<file path="src/rtl/exec_stage.sv">
// rtl/exec_stage.sv - execute stage: single-cycle ALU plus shift-add multiplier feeding the register file write port
// Three-state FSM: IDLE accepts, MUL iterates DATA_W steps, WB holds the one-cycle write strobe.
module exec_stage #(
  parameter int DATA_W = 32,
  parameter int REG_AW = 2
) (
  input  logic              clk,
  input  logic              reset,
  input  logic              issue_valid,
  output logic              issue_ready,
  input  logic [2:0]        op,
  input  logic [DATA_W-1:0] operand_a,
  input  logic [DATA_W-1:0] operand_b,
  input  logic [REG_AW-1:0] dest_reg,
  input  logic              wb_en,
  output logic [DATA_W-1:0] WriteData,
  output logic [REG_AW-1:0] WriteReg,
  output logic              RegWrite,
  output logic              zero,
  output logic              busy
);

  localparam int CNT_W = $clog2(DATA_W + 1);

  localparam logic [2:0] OP_ADD   = 3'b000;
  localparam logic [2:0] OP_SUB   = 3'b001;
  localparam logic [2:0] OP_AND   = 3'b010;
  localparam logic [2:0] OP_OR    = 3'b011;
  localparam logic [2:0] OP_XOR   = 3'b100;
  localparam logic [2:0] OP_SLT   = 3'b101;
  localparam logic [2:0] OP_MUL   = 3'b110;
  localparam logic [2:0] OP_PASSB = 3'b111;

  typedef enum logic [1:0] {
    S_IDLE = 2'd0,
    S_MUL  = 2'd1,
    S_WB   = 2'd2
  } state_t;

  state_t state, next_state;

  logic [DATA_W-1:0] multiplicand;
  logic [DATA_W-1:0] multiplier;
  logic [DATA_W-1:0] acc;
  logic [CNT_W-1:0]  counter;
  logic [REG_AW-1:0] lat_dest;
  logic              lat_wb;

  logic              accept;
  logic              last_step;
  logic [DATA_W-1:0] alu_result;
  logic [DATA_W-1:0] mul_sum;

  assign accept    = issue_valid && issue_ready;
  assign last_step = (state == S_MUL) && (counter == CNT_W'(1));
  assign mul_sum   = acc + (multiplier[0] ? multiplicand : '0);

  always_ff @(posedge clk) begin
    if (reset) begin
      state <= S_IDLE;
    end else begin
      state <= next_state;
    end
  end

  always_comb begin
    next_state = state;
    case (state)
      S_IDLE: begin
        if (accept) begin
          next_state = (op == OP_MUL) ? S_MUL : S_WB;
        end
      end
      S_MUL: begin
        if (last_step) begin
          next_state = S_WB;
        end
      end
      S_WB:    next_state = S_IDLE;
      default: next_state = S_IDLE;
    endcase
  end

  always_comb begin
    issue_ready = (state == S_IDLE) && !reset;
  end

  always_comb begin
    alu_result = '0;
    case (op)
      OP_ADD:   alu_result = operand_a + operand_b;
      OP_SUB:   alu_result = operand_a - operand_b;
      OP_AND:   alu_result = operand_a & operand_b;
      OP_OR:    alu_result = operand_a | operand_b;
      OP_XOR:   alu_result = operand_a ^ operand_b;
      OP_SLT:   alu_result = {{(DATA_W-1){1'b0}}, ($signed(operand_a) < $signed(operand_b))};
      OP_PASSB: alu_result = operand_b;
      default:  alu_result = '0;
    endcase
  end

  // RegWrite defaults low every cycle so it can never stay high past the WB cycle.
  always_ff @(posedge clk) begin
    if (reset) begin
      WriteData    <= '0;
      WriteReg     <= '0;
      RegWrite     <= 1'b0;
      zero         <= 1'b0;
      busy         <= 1'b0;
      multiplicand <= '0;
      multiplier   <= '0;
      acc          <= '0;
      counter      <= '0;
      lat_dest     <= '0;
      lat_wb       <= 1'b0;
    end else begin
      RegWrite <= 1'b0;
      case (state)
        S_IDLE: begin
          if (accept) begin
            if (op == OP_MUL) begin
              multiplicand <= operand_a;
              multiplier   <= operand_b;
              acc          <= '0;
              counter      <= CNT_W'(DATA_W);
              busy         <= 1'b1;
              lat_dest     <= dest_reg;
              lat_wb       <= wb_en;
            end else begin
              WriteData <= alu_result;
              zero      <= (alu_result == '0);
              WriteReg  <= dest_reg;
              RegWrite  <= wb_en;
            end
          end
        end
        S_MUL: begin
          acc          <= mul_sum;
          multiplicand <= multiplicand << 1;
          multiplier   <= multiplier >> 1;
          counter      <= counter - CNT_W'(1);
          if (last_step) begin
            WriteData <= mul_sum;
            zero      <= (mul_sum == '0);
            WriteReg  <= lat_dest;
            RegWrite  <= lat_wb;
            busy      <= 1'b0;
          end
        end
        default: ;
      endcase
    end
  end

endmodule

</file>
<file path="config.mk">
export PLATFORM = sky130hd
export DESIGN_NAME = exec_stage
export DESIGN_NICKNAME = d
export VERILOG_FILES = /design/src/rtl/exec_stage.sv
export SDC_FILE = /design/constraint.sdc
export NUM_CORES = 1
export LEC_CHECK = 0
export CAP_MARGIN = 20
export CORE_ASPECT_RATIO = 0.75
export CORE_MARGIN = 10
export CORE_UTILIZATION = 35
export CTS_CLUSTER_DIAMETER = 120
export DETAILED_ROUTE_END_ITERATION = 8
export GPL_TIMING_DRIVEN = 0
export PLACE_DENSITY_LB_ADDON = 0.08
export SYNTH_ARGS = -nofsm -noshare
export SYNTH_HDL_FRONTEND = slang
export SYNTH_SLANG_ARGS = --single-unit
</file>
<file path="constraint.sdc">
create_clock -name clk -period 11.3 [get_ports clk]
set_input_delay 2.26 -clock clk [delete_from_list [all_inputs] [get_ports clk]]
set_output_delay 2.26 -clock clk [all_outputs]
set_load 0.1 [all_outputs]
</file>
==> results.txt, run 1 <==
Die Wd - 248 um
post-CTS setup repair buffer count - 0
Post-Route Skew - 7.18 ps
maximum vdd drop - 0.112 mV
number of top-level pins - 111
CP required - 11670 ps
post-DP HPWL - 52200 um
critical path class - input pin to register
Final Wtd Congestion - 0.966
synth top area cells - dfxtp_1 (21%), ha_1 (13%), nand2_1 (8.7%)
Avg WL per Cell - 24.9 um
Mean Syn Cell Area - 7.03 um^2
DRC viols - 0
Register Area - 2880 um^2
hold buffers post-CTS - 0
port bufs - 109
Seq cells post-synth - 144
Tightest Pin Transition - 1230 ps
CTS tree - built
total power divided by cell area - 105 nW/um^2
final setup vio count - 0
sequential-to-total area share from yosys stat - 0.211
clk sinks - 144
crit end category - register
Routed WL - 64700 um
area of the multi-input gates - 9880 um^2
commonest non-fill, non-tap cell in the layout - nand2_1
layout cells sized above 1 - 0.0355
Final Hold Viols - 0
biggest cell delay along the critical path - 770 ps
synthesized cell area - 13700 um^2
vias in the first global route - 14500
Total Routing Usage GR - 0.266
post-route setup TNS - 0 ps
iteration count of the initial detailed-routing pass - 6
CP arrival - 7990 ps
site row count - 62
Final WS setup - 3680 ps
FILL cells - 4190
CP Cell Sequence - clkdlybuf4s50_1 > clkbuf_1 > clkbuf_1 > clkbuf_1 > buf_1 > buf_2 > nand2_1 > o21ai_0 > o21ai_0 > nand2_1 > nand2_1 > o21ai_0 > nand2_1 > nor4_1 > nand4b_1 > o211ai_2
Tcrit/Tclk final - 0.674
Primary FF master, synth - dfxtp_1
worst-path fanout max - 10
Pleak - 6.47 nW
clk slew on worst S/H paths - 60 ps
Core Box Area - 38400 um^2
EDFF count, synth - 0
ant diodes - 0
starting density of the core - 0.356
most used cell, CP - nand2_1
PostCTS Resize Cnt - 0
crit path time final - 7620 ps
worst-skew pair later-pin latency - 440 ps
synth warn - 0
largest net degree at the start of global routing - 17
CTS root buf - clkbuf_16
global-route wire length before repair - 94800 um
Max Fclk - 0.131 GHz
Post-Place Cell Area - 15400 um^2
NumNets Final - 2295
routed vias - 15500
Max-Cap Viols - 0
fin util - 0.416
placed cell count - 2565
die area - 47400 um^2
cell area after layout - 16000 um^2
hold slack - 455 ps
max_slew headroom - 0.179
number of vias per cell - 5.97
async set or reset register ratio after synthesis - 0
CP Launch Type - input pin
worst min-delay path class - register to register
Mapped Cells - 1942
Slew Limit Fails - 0
Synth cell types - 83
dominant cell type by area after synthesis - dfxtp_1
Post-Layout Cell Count - 2598
total power - 1.67 mW
grt ovf - 0
commonest cells after routing, fill and taps aside - nand2_1 (317), nor2_1 (210), a21oi_1 (165)
Critical-path top delay cell - buf_1
Die Height - 191 um
synth-to-layout area growth - 17.0%
TritonCTS buffer count - 17
post-synth top area share - 0.211
CTS Buffer Depth - 2
1st-iter DRT viols - 1961
CTS H-Tree Depth - 4
RSZ-0062 raised after global routing - false
Syn Nets - 2164
status - completed
pre-CTS setup slack - 3610 ps
residual antenna-violating net count after detailed routing - 0
initial antenna violation count - 1
[cell usage after synthesis (16+ instances only)]
cell and instances:
a211oi_1 28, a21o_1 41, a21oi_1 165, a311oi_1 72, a31oi_1 22, and2_1 39
clkbuf_1 104, dfxtp_1 144, ha_1 146, inv_1 100, nand2_1 317, nand3_1 22
nand4_1 16, nor2_1 210, nor2b_1 19, nor3_1 39, nor4_1 22, o211ai_1 21
o21ai_0 106, o21bai_1 17, xnor2_1 25, xor2_1 18
[logic make-up after synthesis]
group | after synthesis | synth area share
AND/OR/NAND/NOR | 753 | 0.248
AO/OA/AOI/OAI | 606 | 0.299
buffers and inverters | 233 | 0.0656
adder cells (fa/ha/maj) | 149 | 0.138
flip-flops | 144 | 0.211
XOR/XNOR | 43 | 0.0276
multiplexers | 14 | 0.0108
[sequential cells by signal (all words and copies together) (netlist names)]
| register | cells |
|---|---|
| RegWrite | 1 |
| multiplicand | 32 |
| WriteReg | 2 |
| WriteData | 32 |
| busy | 1 |
| lat_wb | 1 |
| state | 2 |
| counter | 6 |
| multiplier | 32 |
| zero | 1 |
| lat_dest | 2 |
| acc | 32 |
[critical path: cells and delay by family]
kind / cells / cell delay [ps]
AND/OR/NAND/NOR: 6 / 1080
buffers and inverters: 6 / 3460
AO/OA/AOI/OAI: 4 / 1170
[path summary, 6_finish.rpt]
kind | from | endpoint | slack [ps] | depth (start not counted)
max | op[0] | zero | 3680 | 16
min | WriteData[15] | WriteData[15] | 460 | 2
max reg2reg | multiplier[0] | zero | 6340 | 15
min reg2reg | WriteData[15] | WriteData[15] | 460 | 2
[power breakdown]
group / switching [mW] / internal (mW) / total [mW]
clock network: 0.236 / 0.335 / 0.571
logic: 0.392 / 0.171 / 0.563
registers: 0.0120 / 0.526 / 0.538
[cell type report]
type	count	area share
clock inverter	10	0.00697
tap	512	0.0401
inverter	102	0.0239
clock buffer	22	0.0290
timing repair buffer	112	0.0694
multi-input combinational	1565	0.618
sequential	144	0.180
buffer	131	0.0321
[routing by layer]
metal	GRT usage	vias to the layer above	wire length, um
li1	-	7200	-
met4	0.0595	2	1420
met3	0.0672	89	6530
met1	0.387	7446	30700
met2	0.382	768	26100
met5	0	-	13
Power figures use the tool's default switching activity.
==> run 2: changes to the inputs <==
- clock period: 11.3 -> 6.1 ns (I/O delays scaled with it)
==> run 2 against run 1 <==
Compared with the run above: first-iteration DRC count increased by 2.4%; final area increased by 0.33%; critical path type unchanged; clock power increased by 86%; sequential power increased by 85%; via count increased by 0.17%.
==> results.txt, run 2 (synthesis results as in run 1) <==
max_slew headroom - 0.199 (+0.0198)
critical path class - input pin to register
Core Box Area - 38400 um^2 (unchanged)
Avg WL per Cell - 24.9 um (about the same)
Final WS setup - 87.5 ps (-3600 ps)
TritonCTS buffer count - 17 (unchanged)
port bufs - 109 (unchanged)
ant diodes - 0 (unchanged)
post-CTS setup repair buffer count - 0 (unchanged)
post-DP HPWL - 52200 um (unchanged)
layout cells sized above 1 - 0.0403 (+0.00479)
logic gate share of total power - 0.338 (about the same)
FF-to-FF path depth - 15 (unchanged)
hold buffers post-CTS - 0 (unchanged)
residual antenna-violating net count after detailed routing - 0 (unchanged)
CP arrival - 6380 ps (-1610 ps)
crit end category - register
Tcrit/Tclk final - 0.986
crit path time final - 6010 ps
Tightest Pin Transition - 1200 ps (-29.6 ps)
worst min-delay path class - register to register
grt ovf - 0 (unchanged)
biggest cell delay along the critical path - 750 ps (-20 ps)
CP Launch Type - input pin
NetSw - 1.19 mW (+86%)
Routed WL - 64800 um (about the same)
maximum vdd drop - 0.207 mV (+85%)
synth-to-layout area growth - 17.4%
post-route setup TNS - 0 ps (unchanged)
CTS H-Tree Depth - 4 (unchanged)
number of vias per cell - 5.98 (+0.17%)
1st-iter DRT viols - 2009 (+2.4%)
Final Wtd Congestion - 0.966 (unchanged)
CTS Buffer Depth - 2 (unchanged)
FILL cells - 4182 (-0.19%)
vias in the first global route - 14500 (unchanged)
global-route wire length before repair - 94800 um (unchanged)
routed vias - 15500 (+0.17%)
Pleak - 6.49 nW (+0.25%)
worst-path fanout max - 7 (-3)
hold endpoint - WriteData[15]
CTS tree - built
status - completed
depth of the worst hold-timing path - 2 (unchanged)
commonest cells after routing, fill and taps aside - nand2_1 (317), nor2_1 (210), a21oi_1 (164)
CP Cell Sequence - clkdlybuf4s50_1 > inv_1 > ha_1 > nor4_1 > nand3_1 > a31oi_1 > o41ai_4 > a31oi_1 > a21oi_1 > a21oi_1 > o211a_1 > nand4b_1 > nor4_1 > nand4b_1 > o211ai_2
cell area after layout - 16000 um^2 (+0.33%)
Final Hold Viols - 0 (unchanged)
CP required - 6470 ps (-5200 ps)
clock share of power - 0.341 (about the same)
site row count - 62 (unchanged)
Slew Limit Fails - 0 (unchanged)
Max Fclk - 0.166 GHz
final setup vio count - 0 (unchanged)
worst-skew pair later-pin latency - 440 ps (about the same)
largest net degree at the start of global routing - 17 (unchanged)
DRC viols - 0 (unchanged)
iteration count of the initial detailed-routing pass - 6 (unchanged)
Post-Route Skew - 8.39 ps (+1.20 ps)
CTS root buf - clkbuf_16
beginning of the worst hold path - WriteData[15]
starting density of the core - 0.356 (unchanged)
number of top-level pins - 111 (unchanged)
hold slack - 455 ps (-0.0200 ps)
Die Height - 191 um (unchanged)
P_int - 1.92 mW (+86%)
Total Routing Usage GR - 0.266 (unchanged)
Die Wd - 248 um (unchanged)
sw frac - 0.383 (+0.000777)
PostCTS Resize Cnt - 2 (+2)
pre-CTS setup slack - -545 ps (-4160 ps)
clk slew on worst S/H paths - 60 ps (about the same)
RR Endpoint - zero
initial antenna violation count - 1 (unchanged)
sequential share of power - 0.321 (about the same)
Register Area - 2880 um^2 (unchanged)
Max-Cap Viols - 0 (unchanged)
Worst R2R Setup Slack - 1150 ps (-5190 ps)
r2r startpoint - multiplier[0]
Post-Place Cell Area - 15400 um^2 (unchanged)
die area - 47400 um^2 (unchanged)
commonest non-fill, non-tap cell in the layout - nand2_1
total power divided by cell area - 194 nW/um^2 (+85%)
RSZ-0062 raised after global routing - false
area of the multi-input gates - 9930 um^2 (+0.49%)
NumNets Final - 2295 (unchanged)
Critical-path top delay cell - a31oi_1
clk sinks - 144 (unchanged)
run 2: power groups by stage:
stage                     Combinational (mW)  Clock (mW)  Sequential, mW
after global placement                  1.01           0            1.02
after detailed placement                1.01           0            1.02
final                                   1.05        1.06           0.997
after global routing                    1.12        1.10            1.00
after CTS                               1.02        1.07           0.996
after floorplan                        0.529           0            1.12
run 2: layout make-up:
| cell class | count | area share |
|---|---|---|
| clock inverters | 10 | 0.00694 |
| repair buffers | 112 | 0.0692 |
| multi-input cells | 1565 | 0.619 |
| well taps | 512 | 0.0399 |
| clock buffers | 22 | 0.0289 |
| inverters | 102 | 0.0239 |
| flip-flops and latches | 144 | 0.180 |
| plain buffers | 131 | 0.0322 |
run 2: per-stage QoR:
| stage | util | cells | total power [mW] |
|---|---|---|---|
| floorplan | - | 1942 | 1.65 |
| CTS | 0.416 | 2597 | 3.08 |
| global placement | 0.401 | 2563 | 2.03 |
| global route | 0.418 | 2598 | 3.22 |
| detailed placement | 0.401 | 2565 | 2.03 |
| finish | 0.418 | 2598 | 3.11 |
run 2: worst max-delay path: cells and delay by family:
family          cells  cell delay, ps
buf+inv             2             750
simple gates        5            1700
compound gates      7            2280
fa+ha+maj           1             410
run 2: how the worst max path moves through the flow:
stage / startpoint / to / slack (ps) / depth (start not counted)
5_1_grt: operand_b[12] / zero / 8 / 15
4_1_cts: operand_b[0] / zero / 50 / 15
3_5_place_dp: operand_b[0] / zero / -550 / 15
6_report: operand_a[12] / zero / 90 / 15
2_1_floorplan: reset / zero / 1090 / 13
3_3_place_gp: operand_b[0] / zero / -650 / 15
run 2: per-layer routing:
metal / vias up / wire [um] / GRT usage
met4: 2 / 1170 / 0.0595
met1: 7483 / 30800 / 0.387
met3: 74 / 6390 / 0.0672
met2: 760 / 26400 / 0.382
met5: - / 13 / 0
li1: 7213 / - / -
==> run 3: changes to the inputs <==
- CORE_MARGIN: 10 -> 4
==> run 3 against run 2 <==
Compared with the run above: fmax about the same; highest routed layer unchanged; largest cell class unchanged; hold slack lost 1.2 ps; via count rose by 0.40%; setup slack better by 5.5 ps; clock-buffer cell count is 2 higher; combinational power is essentially flat; sequential cell count is the same; core utilization is essentially flat; clock power is essentially flat; global-route usage is 2.6 points higher.
==> results.txt, run 3 (synthesis results as in run 1) <==
Slew Limit Fails - 0 (unchanged)
max_slew headroom - 0.274 (+0.0751)
1st-iter DRT viols - 1870 (-6.9%)
starting density of the core - 0.356 (unchanged)
DRC viols - 0 (unchanged)
NumNets Final - 2294 (-0.044%)
CTS tree - built
layout cells sized above 1 - 0.0388 (-0.00142)
crit end category - register
routed vias - 15600 (+0.40%)
final setup vio count - 0 (unchanged)
Total Routing Usage GR - 0.292 (+0.0262)
Tcrit/Tclk final - 0.985 (about the same)
cell area after layout - 16000 um^2 (about the same)
worst min-delay path class - register to register
FF-to-FF path depth - 15 (unchanged)
hold buffers post-CTS - 0 (unchanged)
Post-Place Cell Area - 15400 um^2 (about the same)
total power - 3.12 mW (+0.59%)
number of top-level pins - 111 (unchanged)
RSZ-0062 raised after global routing - false
TritonCTS buffer count - 17 (unchanged)
clk slew on worst S/H paths - 70 ps (about the same)
vias in the first global route - 14600 (+0.36%)
Pleak - 6.49 nW (about the same)
clock share of power - 0.346 (+0.005)
sw frac - 0.379 (-0.00424)
CP required - 6470 ps (about the same)
crit path time final - 6010 ps (-5.53 ps)
Routed WL - 63900 um (-1.4%)
Max-Cap Viols - 0 (unchanged)
logic gate share of total power - 0.334 (-0.004)
Final Wtd Congestion - 0.976 (+1.1%)
FILL cells - 4156 (-0.62%)
initial antenna violation count - 1 (unchanged)
total power divided by cell area - 195 nW/um^2 (+0.60%)
global-route wire length before repair - 93600 um (-1.3%)
Max Fclk - 0.166 GHz (about the same)
sequential share of power - 0.319 (-0.002)
largest net degree at the start of global routing - 17 (unchanged)
number of vias per cell - 6.00 (+0.44%)
status - completed
P_int - 1.94 mW (+1.3%)
worst-skew pair later-pin latency - 440 ps (about the same)
site row count - 62 (unchanged)
CP Launch Type - input pin
grt ovf - 0 (unchanged)
CP arrival - 6380 ps (about the same)
post-CTS setup repair buffer count - 0 (unchanged)
maximum vdd drop - 0.201 mV (-2.5%)
synth-to-layout area growth - 17.4% (about the same)
die area - 42300 um^2 (-11%)
depth of the worst hold-timing path - 2 (unchanged)
CTS Buffer Depth - 2 (unchanged)
clk sinks - 144 (unchanged)
Die Height - 179 um (-6.3%)
NetSw - 1.18 mW (-0.52%)
Tightest Pin Transition - 1080 ps (-114 ps)
commonest cells after routing, fill and taps aside - nand2_1 (317), nor2_1 (210), a21oi_1 (164)
CTS root buf - clkbuf_16
Avg WL per Cell - 24.6 um (-1.4%)
iteration count of the initial detailed-routing pass - 6 (unchanged)
hold slack - 454 ps (-1.19 ps)
commonest non-fill, non-tap cell in the layout - nand2_1
worst-path fanout max - 5 (-2)
critical path class - input pin to register
post-DP HPWL - 51300 um (-1.6%)
Final Hold Viols - 0 (unchanged)
port bufs - 109 (unchanged)
CTS H-Tree Depth - 4 (unchanged)
Core Box Area - 38400 um^2 (unchanged)
ant diodes - 0 (unchanged)
Post-Route Skew - 11.1 ps (+2.72 ps)
residual antenna-violating net count after detailed routing - 0 (unchanged)
Die Wd - 236 um (-4.8%)
## run 3: cell types whose count changed in the layout (fill, tap and decap cells not counted), sizes merged
| cell | previous run | this run |
|---|---|---|
| clkinv | 7 | 5 |
| inv | 100 | 101 |
| buf | 28 | 26 |
| clkbuf | 128 | 131 |
| clkinvlp | 3 | 2 |
## run 3: path summary, 6_finish.rpt
check	startpoint	slack, ps	to
max reg2reg	multiplier[0]	1160	zero
min reg2reg	WriteData[30]	450	WriteData[30]
min	WriteData[30]	450	WriteData[30]
max	operand_a[1]	90	zero
## run 3: power by group through the flow
stage	logic (mW)	clock network (mW)	registers [mW]
after global routing	1.11	1.13	1.00
after floorplan	0.529	0	1.12
after detailed placement	1.01	0	1.02
after global placement	1.01	0	1.02
final	1.04	1.08	0.997
after CTS	1.02	1.09	0.996
## run 3: metrics by stage
stage               utilization  setup TNS [ps]  std cells  worst slack [ps]
floorplan                     -               0       1942              1090
global placement          0.401           -1880       2563              -799
detailed placement        0.401           -1550       2564              -713
CTS                       0.417               0       2596              36.6
global route              0.418               0       2597              49.8
finish                    0.418               0       2597              93.0
## run 3: critical path, cell delays in order
cell and delay (ps):
clkdlybuf4s50_1 690, inv_1 150, ha_1 370, a211oi_1 430
o21ai_0 290, nand3b_1 250, a21oi_1 200, a31oi_1 680
o21ai_0 210, a221oi_1 510, mux2i_1 150, a211oi_1 500
o2111a_1 320, nand4b_1 150, o211ai_2 220
## run 3: final cells by class
type / count / area, um^2 / area share
Sequential cell: 144 / 2880 / 0.180
Tap cell: 512 / 641 / 0.0399
Clock inverter: 8 / 103 / 0.00640
Buffer: 131 / 515 / 0.0321
Multi-Input combinational cell: 1565 / 9920 / 0.618
Timing Repair Buffer: 111 / 1100 / 0.0688
Clock buffer: 24 / 492 / 0.0307
Inverter: 102 / 383 / 0.0239
## run 3: what timing repair did
item	in CTS	in global routing
gates resized for setup	2	10
pin swaps	0	0
endpoints found under the setup margin	1	2
cloned	0	0
## run 3: metal layers
metal	track usage	share of wire	routed length, um
met1	0.435	0.48	30900
met2	0.425	0.40	25700
met3	0.0658	0.090	5770
met4	0.0668	0.022	1420
met5	0	0.00061	39
